[config.mk]
export PLATFORM = sky130hd
export DESIGN_NAME = seq_detect_sched
export DESIGN_NICKNAME = d
export VERILOG_FILES = /design/src/rtl/seq_det_pkg.sv /design/src/rtl/rr_arbiter.sv /design/src/rtl/seq_detect_sched.sv
export SDC_FILE = /design/constraint.sdc
export NUM_CORES = 1
export LEC_CHECK = 0
export BUFFER_PORTS_ARGS = -buffer_cell sky130_fd_sc_hd__buf_4
export CORE_ASPECT_RATIO = 0.6
export CORE_MARGIN = 3
export CORE_UTILIZATION = 38
export DETAILED_ROUTE_END_ITERATION = 10
export GPL_TIMING_DRIVEN = 0
export SLEW_MARGIN = 40
export SYNTH_ARGS = -nofsm -noshare
export SYNTH_HDL_FRONTEND = slang
export SYNTH_SLANG_ARGS = --single-unit
[constraint.sdc]
create_clock -name clk -period 3.4 [get_ports clk]
set_input_delay 0.68 -clock clk [delete_from_list [all_inputs] [get_ports clk]]
set_output_delay 0.68 -clock clk [all_outputs]
set_load 0.02 [all_outputs]
[src/rtl/seq_det_pkg.sv]
// Shared types and next-state function for the "three consecutive 1s" Moore detector.
// Latency: none (types and a pure function only).
// Backpressure: not applicable.
package seq_det_pkg;

    // S0: no 1s seen, S1: one 1, S2: two 1s, S3: detection state (three 1s)
    typedef enum logic [1:0] {
        S0 = 2'b00,
        S1 = 2'b01,
        S2 = 2'b10,
        S3 = 2'b11
    } det_state_t;

    // One detector step. From S3 the incoming bit is consumed and the run
    // restarts from S0 unconditionally, so overlapping runs never chain.
    function automatic det_state_t det_next(input det_state_t state, input logic b);
        det_state_t nxt;
        case (state)
            S0:      nxt = b ? S1 : S0;
            S1:      nxt = b ? S2 : S0;
            S2:      nxt = b ? S3 : S0;
            S3:      nxt = S0;
            default: nxt = S0;
        endcase
        return nxt;
    endfunction

endpackage

[src/rtl/rr_arbiter.sv]
// Round-robin arbiter: one-hot grant to the first requester after the last winner.
// Latency: combinational grant; pointer updates on the clock after a grant.
// Backpressure: a grant is a transfer; pointer holds while nothing is granted.
//
// Ports:
//   clk, rst     clock, asynchronous active-low reset (pointer -> N-1)
//   req          request vector (already qualified by any global enable)
//   advance      move the pointer to gnt_idx this cycle
//   gnt          one-hot grant, all zero when req is zero
//   gnt_idx      binary index of the granted requester (0 when none)
module rr_arbiter #(
    parameter int N = 4
) (
    input  logic                                clk,
    input  logic                                rst,
    input  logic [N-1:0]                        req,
    input  logic                                advance,
    output logic [N-1:0]                        gnt,
    output logic [((N > 1) ? $clog2(N) : 1)-1:0] gnt_idx
);

    localparam int IW = (N > 1) ? $clog2(N) : 1;

    logic [IW-1:0] ptr;

    // Scan pointer+1 .. pointer+N (mod N); the first asserted request wins.
    always_comb begin
        logic          found;
        int            c;
        logic [IW-1:0] ci;
        gnt     = '0;
        gnt_idx = '0;
        found   = 1'b0;
        c       = 0;
        ci      = '0;
        for (int k = 1; k <= N; k++) begin
            c = int'(ptr) + k;
            if (c >= N) begin
                c = c - N;
            end
            ci = IW'(c);
            if (!found && req[ci]) begin
                found   = 1'b1;
                gnt[ci] = 1'b1;
                gnt_idx = ci;
            end
        end
    end

    // Reset to N-1 so requester 0 has top priority after reset.
    always_ff @(posedge clk or negedge rst) begin
        if (!rst) begin
            ptr <= IW'(N - 1);
        end else if (advance) begin
            ptr <= gnt_idx;
        end
    end

endmodule

[src/rtl/seq_detect_sched.sv]
// Time-shared "three consecutive 1s" detector serving NUM_CH serial streams.
// Latency: det_valid/det_ch one clock after the handshake that reaches S3.
// Backpressure: req_ready is a combinational one-hot round-robin grant, zero when en=0.
//
// Ports:
//   clk, rst     clock, asynchronous active-low reset
//   en           global enable; low blocks all grants and freezes states/pointer
//   req_valid    per-channel bit-present strobe
//   req_bit      per-channel serial bit
//   req_ready    one-hot grant; transfer on req_valid[i] & req_ready[i]
//   ch_clear     per-channel synchronous clear to S0 (wins over a same-cycle grant)
//   det_valid    one-cycle detection pulse
//   det_ch       channel of the latest detection, held between pulses
module seq_detect_sched
    import seq_det_pkg::*;
#(
    parameter int NUM_CH = 4,
    localparam int CH_W  = $clog2(NUM_CH)
) (
    input  logic              clk,
    input  logic              rst,
    input  logic              en,
    input  logic [NUM_CH-1:0] req_valid,
    input  logic [NUM_CH-1:0] req_bit,
    output logic [NUM_CH-1:0] req_ready,
    input  logic [NUM_CH-1:0] ch_clear,
    output logic              det_valid,
    output logic [CH_W-1:0]   det_ch
);

    logic [NUM_CH-1:0] arb_req;
    logic [NUM_CH-1:0] gnt;
    logic [CH_W-1:0]   gnt_idx;
    logic              xfer;

    det_state_t        st [NUM_CH];
    det_state_t        cur_st;
    det_state_t        nxt_st;
    logic              hit;

    // Gating the requests (not the grant) keeps the pointer frozen while en=0.
    assign arb_req = en ? req_valid : '0;
    assign xfer    = |gnt;

    rr_arbiter #(
        .N (NUM_CH)
    ) u_arb (
        .clk     (clk),
        .rst     (rst),
        .req     (arb_req),
        .advance (xfer),
        .gnt     (gnt),
        .gnt_idx (gnt_idx)
    );

    assign req_ready = gnt;

    // Single shared next-state evaluation for whichever channel holds the grant.
    assign cur_st = st[gnt_idx];
    assign nxt_st = det_next(cur_st, req_bit[gnt_idx]);

    // A clear on the granted channel discards its bit, so it cannot detect.
    assign hit = xfer && !ch_clear[gnt_idx] && (nxt_st == S3);

    always_ff @(posedge clk or negedge rst) begin
        if (!rst) begin
            for (int i = 0; i < NUM_CH; i++) begin
                st[i] <= S0;
            end
        end else begin
            for (int i = 0; i < NUM_CH; i++) begin
                if (ch_clear[i]) begin
                    st[i] <= S0;
                end else if (gnt[i]) begin
                    st[i] <= nxt_st;
                end
            end
        end
    end

    always_ff @(posedge clk or negedge rst) begin
        if (!rst) begin
            det_valid <= 1'b0;
            det_ch    <= '0;
        end else begin
            det_valid <= hit;
            if (hit) begin
                det_ch <= gnt_idx;
            end
        end
    end

endmodule

---- Word-level counts from Yosys, hierarchy flattened ----
Cells that the tools add are included.
cells by class
  $lt $le $gt $ge ......................... 14
  equal/unequal tests ..................... 4
  bitwise operators ....................... 4
  reductions and logical operators ........ 19
  muxes and demuxes ....................... 51
  add/sub/neg operators ................... 8
operators by type and width
  kind                                                                                  count
  2-bit 2-to-1 mux                                                                      20
  4-bit 2-to-1 mux                                                                      5
  2-bit by 3-bit less-than comparator with 1-bit output (second input constant)         5
  1-bit 2-to-1 mux                                                                      14
  1-bit binary-select mux with 2-bit select                                             6
  3-bit greater-or-equal comparator (second input constant)                             4
  4-bit OR                                                                              3
  1-bit logical AND                                                                     9
  1-bit demux with 2-bit select                                                         4
  2-bit by 1-bit greater-or-equal comparator with 1-bit output (second input constant)  4
  2-bit one-hot mux with 4 select lines                                                 1
  2-bit nonzero test                                                                    4
  2-bit by 1-bit subtractor with 2-bit output (second input constant)                   4
  2-bit by 2-bit adder with 3-bit output (second input constant)                        2
  2-bit == test (second input constant)                                                 3
  2-bit by 3-bit adder with 4-bit output (second input constant)                        1
  2-bit binary-select mux with 2-bit select                                             1
  4-bit by 3-bit greater-or-equal comparator with 1-bit output (second input constant)  1
  1-bit logical NOT                                                                     4
  4-bit OR reduction                                                                    1
  2-bit by 1-bit adder with 3-bit output (second input constant)                        1
  2-bit inverter with 3-bit output                                                      1
  2-bit by 1-bit == test with 1-bit output (second input constant)                      1
  2-bit logical NOT                                                                     1
word-level totals
  input bits .............................. 15
  register bits after elaboration ......... 13
  output and inout port bits .............. 7

---- Longest topological paths before layout ----
  depth after elaboration ................. 23
  depth in mapped cells ................... 12

---- Modules after synthesis ----
From an unflattened synthesis, not the netlist that was laid out.
second synthesis, totals
  cell total of the unflattened synthesis .. 138
  area total of the unflattened synthesis .. 1,301.2 µm²
by module, submodules not included
  module            area each (µm²)  sequential area each (µm²)  times used  cells each
  rr_arbiter        698.2            52.6                        1           87
  seq_detect_sched  603.1            275.3                       1           51

---- Worst setup path after synthesis ----
OpenSTA, ideal clock, no wires.
  path kind ............................... reg2reg
  start ................................... register u_arb.ptr[1]
  end ..................................... register det_ch[0]
  slack ................................... 228 ps
  data arrival time ....................... 3,047 ps
  library setup time ...................... 125 ps
  required time ........................... 3,275 ps
  cell stages (with the launch flop) ...... 12
  buffers on the path ..................... 2
  path through ............................ dfstp_2 > buf_6 > inv_1 > ha_1 > clkbuf_1 > nor2_1 > a211o_2 > mux2i_4 > mux2i_1 > mux2i_1 > or3_4 > mux2_4
between the ends
  longest elaborated chain between the ends .. 23
  elaborated cells between the ends (all ways) .. 85
  those cells by class .................... add/sub: 8; order compare: 12; eq/ne: 4; mux: 42; bitwise: 4; reduce/logical: 15
RTL lines
  item                                                                                              line                                RTL
  start: declaration                                                                                rr_arbiter.sv:24                    logic [IW-1:0] ptr;
  start signal: assignment                                                                          rr_arbiter.sv:53                    ptr <= IW'(N - 1);
  start signal: assignment                                                                          rr_arbiter.sv:55                    ptr <= gnt_idx;
  2-bit by 1-bit adder with 3-bit output                                                            rr_arbiter.sv:37                    c = int'(ptr) + k;
  3-bit greater-or-equal comparator or 2-bit by 1-bit subtractor with 2-bit output (tied branches)  rr_arbiter.sv:38, rr_arbiter.sv:39
  2-bit 2-to-1 mux                                                                                  rr_arbiter.sv:38                    if (c >= N) begin
  1-bit binary-select mux with 2-bit select                                                         rr_arbiter.sv:42                    if (!found && req[ci]) begin
  1-bit 2-to-1 mux (not written as such)                                                            rr_arbiter.sv:42
  1-bit 2-to-1 mux                                                                                  rr_arbiter.sv:42
  1-bit logical NOT                                                                                 rr_arbiter.sv:42
  1-bit logical AND                                                                                 rr_arbiter.sv:42
  [... 6 more ...]                                                                                  --
  2-bit 2-to-1 mux                                                                                  rr_arbiter.sv:42
  2-bit inverter with 3-bit output (not written as such)                                            seq_detect_sched.sv:59              assign cur_st = st[gnt_idx];
  2-bit binary-select mux with 2-bit select                                                         seq_detect_sched.sv:59
  2-bit 2-to-1 mux (not written as such) (2 in series)                                              seq_detect_sched.sv:59
  2-bit == test, or another cell as far along                                                       seq_det_pkg.sv:18                   case (state)
  2-bit one-hot mux with 4 select lines                                                             seq_det_pkg.sv:18
  2-bit == test                                                                                     seq_detect_sched.sv:63              assign hit = xfer && !ch_clear[gnt_idx] && (nxt_st == S3);
  1-bit logical AND                                                                                 seq_detect_sched.sv:63
  end signal: assignment                                                                            seq_detect_sched.sv:88              det_ch <= gnt_idx;
  end: declaration                                                                                  seq_detect_sched.sv:28              output logic [CH_W-1:0] det_ch
Parallel ways exist; a longest one is shown, timed or not. The select of a mux whose other input is x is not followed.
A chain may end at the register's enable or synchronous reset.

---- Worst setup path in the final report ----
  start ................................... register u_arb.ptr[0]
  end ..................................... register det_ch[1]
Same word-level chain as after synthesis.

==> metrics.md <==
| Metric | Value |
|---|---|
| Run status | complete, no violations |
| Number of synthesized flops with an enable pin | 0 |
| Hold violation count in the final report | 0 |
| Root buffer cell | clkbuf_8 |
| Die area | between 0.004 and 0.005 mm² |
| Total standard cell area after synthesis | between 0.001 and 0.0015 mm² |
| Quantity of hold-fixing buffers added after cts | 0 |
| Routability cong. | roughly 0.88 |
| Main synth FF type | dfrtp_1 |
| Synthesized instance count | between 100 and 150 |
| Vertical die dimension | just over 50 µm |
| Summed negative setup slack over all endpoints | 0 ns |
| Max-capacitance violation count | 0 |
| Number of cells on the worst reg-to-reg path | 10 |
| Required @ worst endpoint | roughly 3.5 ns |
| TritonCTS clock tree | yes |
| Top-Level Pins | 22 |
| Number of buffers created by CTS | 3 |
| Initial antenna violation count | 0 |
| Post-route worst hold slack | around 0.27 ns |
| Overall die width | slightly above 80 µm |
| Post-Syn Area per Cell | ~9.6 µm² |
| First-pass GRT wire length | 5.46 mm |
| Via count | about 1200 |
| Synth-to-Final Area Change | 31.1% |
| Initial DRT Pass Iterations | 4 |
| Distinct cell type count of the synthesized netlist | 38 |
| Routed vias/inst | ~5.5 |
| Proportion of netlist area held by the largest area contributor | a little over a fifth |
| Number of violations reported at the end of detailed-routing iteration 0 | 48 |
| Critical path type | reg2reg |
| Number of DRC violations after detailed routing | 0 |
| Minimum setup slack among reg-to-reg paths | 0.11 ns |
| Library cell occupying the most area in the post-synthesis netlist | dfrtp_1 |
| ANT nets after route | 0 |
| Kind of path behind the tightest hold check | in2async |
| Endpoint type of the worst setup path | register |
| Clock-pin slew on the worst setup and hold paths | 0.06 ns |
| Routed wire per std cell | roughly 17 µm |
| Share of the clock period used by the worst path | a little over nine tenths |
| Share of flip-flops with an asynchronous set or reset | 100% |
| Global route overflow | 0 |
| FILL cells | about 280 |
| Number of placement rows | 15 |
| Final Max Slew Viols | 0 |
| Initial core utilization | approximately 43% |
| Number of diodes | 0 |
| Min cycle time layout | 3.29 ns |
| Quantity of I/O buffers inserted on ports | 19 |
| Number of synthesized register bits | 13 |
| Core outline area | slightly above 0.003 mm² |
| Number of nets in the synthesized netlist | 159 |
| Biggest area contributors in the synthesized netlist | dfrtp_1 (21%), mux2i_1 (17%), ha_1 (7.7%) |
| Transition time at the pin with the least slew margin | between 0.8 and 0.9 ns |
| Sequential cell area fraction in the yosys report | around a quarter |
| Pin count of the biggest net entering global routing | 14 |
| Arrival time worst endpoint | 3.42 ns |
| Leakage power total | about 0.77 nW |
| Global-route total usage across every layer | between 10% and 20% |
| Number of setup violations in the final report | 0 |
| Power per cell area | 726 mW/mm² |
| IR Drop Worst-Case VDD | 0.285 mV |
| Worst setup skew after layout | between 0.002 and 0.003 ns |
| Wire length reported by the detailed router | 3.58 mm |
| Clock latency at the later pin of the worst-skew pair | 0.25 ns |
| Half-perimeter wire length of the detailed placement result | around 2.6 mm |
| Via count of the first global-routing pass | 1048 |
| Worst-case headroom to the max-slew limit | a little under half |
| Maximum operating frequency | 304 MHz |
| Number of nets at the end of the flow | between 150 and 200 |
| CTS H-Tree Depth | 1 |
| Crit path launch type | register |
| Synth Warn # | 0 |
| Layout cells sized above 1 | a little under two fifths |
| Max Buffers Root-to-Sink | 2 |
| CTS sink count | 13 |
| Maximum fanout along the worst path | 7 |
==> path summary, 6_finish.rpt <==
| kind | start | end |
|---|---|---|
| min reg2reg | det_ch[0] | det_ch[0] |
| max in group asynchronous | rst | u_arb.ptr[0] |
| max reg2reg | u_arb.ptr[0] | det_ch[1] |
| min in group clk | det_ch[0] | det_ch[0] |
| min | rst | det_ch[0] |
| max | u_arb.ptr[0] | det_ch[1] |
==> critical path: stages, from the launching register on <==
cell	delay (ns)
dfstp_2	0.64
clkinvlp_4	0.18
ha_4	0.30
or3b_1	0.34
o22ai_1	0.17
a211o_2	0.15
mux2i_4	0.33
mux2i_1	0.23
mux2i_1	0.08
or3_4	0.42
mux2_4	0.31
==> cell type report <==
type | instances | area, µm² | area share, %
plain buffers | 5 | 41.3 | 2.42
repair buffers | 31 | 233 | 13.6
well taps | 42 | 52.6 | 3.07
clock buffers | 4 | 45.0 | 2.64
inverters | 8 | 33.8 | 1.98
flip-flops and latches | 13 | 328 | 19.2
multi-input cells | 110 | 976 | 57.1
==> power by group <==
group	switching [W]	internal [W]
clock network	0.0000598	0.0000829
registers	0.0000391	0.000195
logic	0.000456	0.000408
==> placed cells by master, fill, tap and decap left out, types with 2 or more instances in the layout <==
master    synthesis  layout
o211ai_1          2       2
dfrtp_1          11      11
buf_4             0      31
nand3b_1          2       2
mux2i_1          22      22
o211ai_4          0       4
nand2_1          16      16
a31oi_1           2       2
clkbuf_8          0       3
mux2_4            2       2
dfstp_2           2       2
mux2_2            5       5
inv_1             8       7
xor2_1            4       4
nor2_1           12      12
ha_1              8       7
nor2b_1           7       7
a32oi_1           4       4
buf_2             2       3
==> logic make-up after synthesis <==
kind of cell / count (synthesis) / share of synthesized area (%)
DFF: 13 / 25.1
buffers and inverters: 13 / 5.09
adders and majority gates: 8 / 7.68
xor gates and xnor gates: 4 / 2.69
AOI/OAI and AO/OA: 22 / 15.8
muxes: 31 / 26.1
and+or+nand+nor: 45 / 17.5
==> flip-flops by register name, summed over array words and instances, names as in the netlist <==
name       cells
det_valid      1
st             8
det_ch         2
u_arb.ptr      2
==> routing by layer <==
layer / wire [µm] / vias up / GRT usage [%]
met5: 0 / - / 0
met4: 22 / 0 / 4.14
met3: 172 / 4 / 4.23
met2: 1530 / 30 / 23.9
met1: 1860 / 568 / 27.6
li1: - / 565 / -
==> cell usage after synthesis, types with 4 or more instances <==
| cell type | number |
|---|---|
| dfrtp_1 | 11 |
| nand2_1 | 16 |
| mux2i_1 | 22 |
| ha_1 | 8 |
| nor2_1 | 12 |
| o211ai_2 | 4 |
| a32oi_1 | 4 |
| nor2b_1 | 7 |
| mux2_2 | 5 |
| inv_1 | 8 |
| xor2_1 | 4 |
==> stage by stage <==
step,setup slack [ns],instances,area (µm²),util [%],total power [W]
2_1_floorplan,0.228,136,1300,-,0.000745
3_3_place_gp,-0.111,197,1500,49.0,0.000905
3_5_place_dp,-0.156,197,1500,49.0,0.000926
4_1_cts,0.0214,207,1640,53.6,0.00117
5_1_grt,-0.0304,213,1710,55.9,0.00132
6_report,0.113,213,1710,55.9,0.00124
==> repair_timing <==
item,4_1_cts,5_1_grt
pin swaps,4,0
endpoints found under the setup margin,10,10
hold endpoints to repair,0,0
gates resized for setup,7,5
buffers inserted,6,6
(Power assumes the default switching activity.)
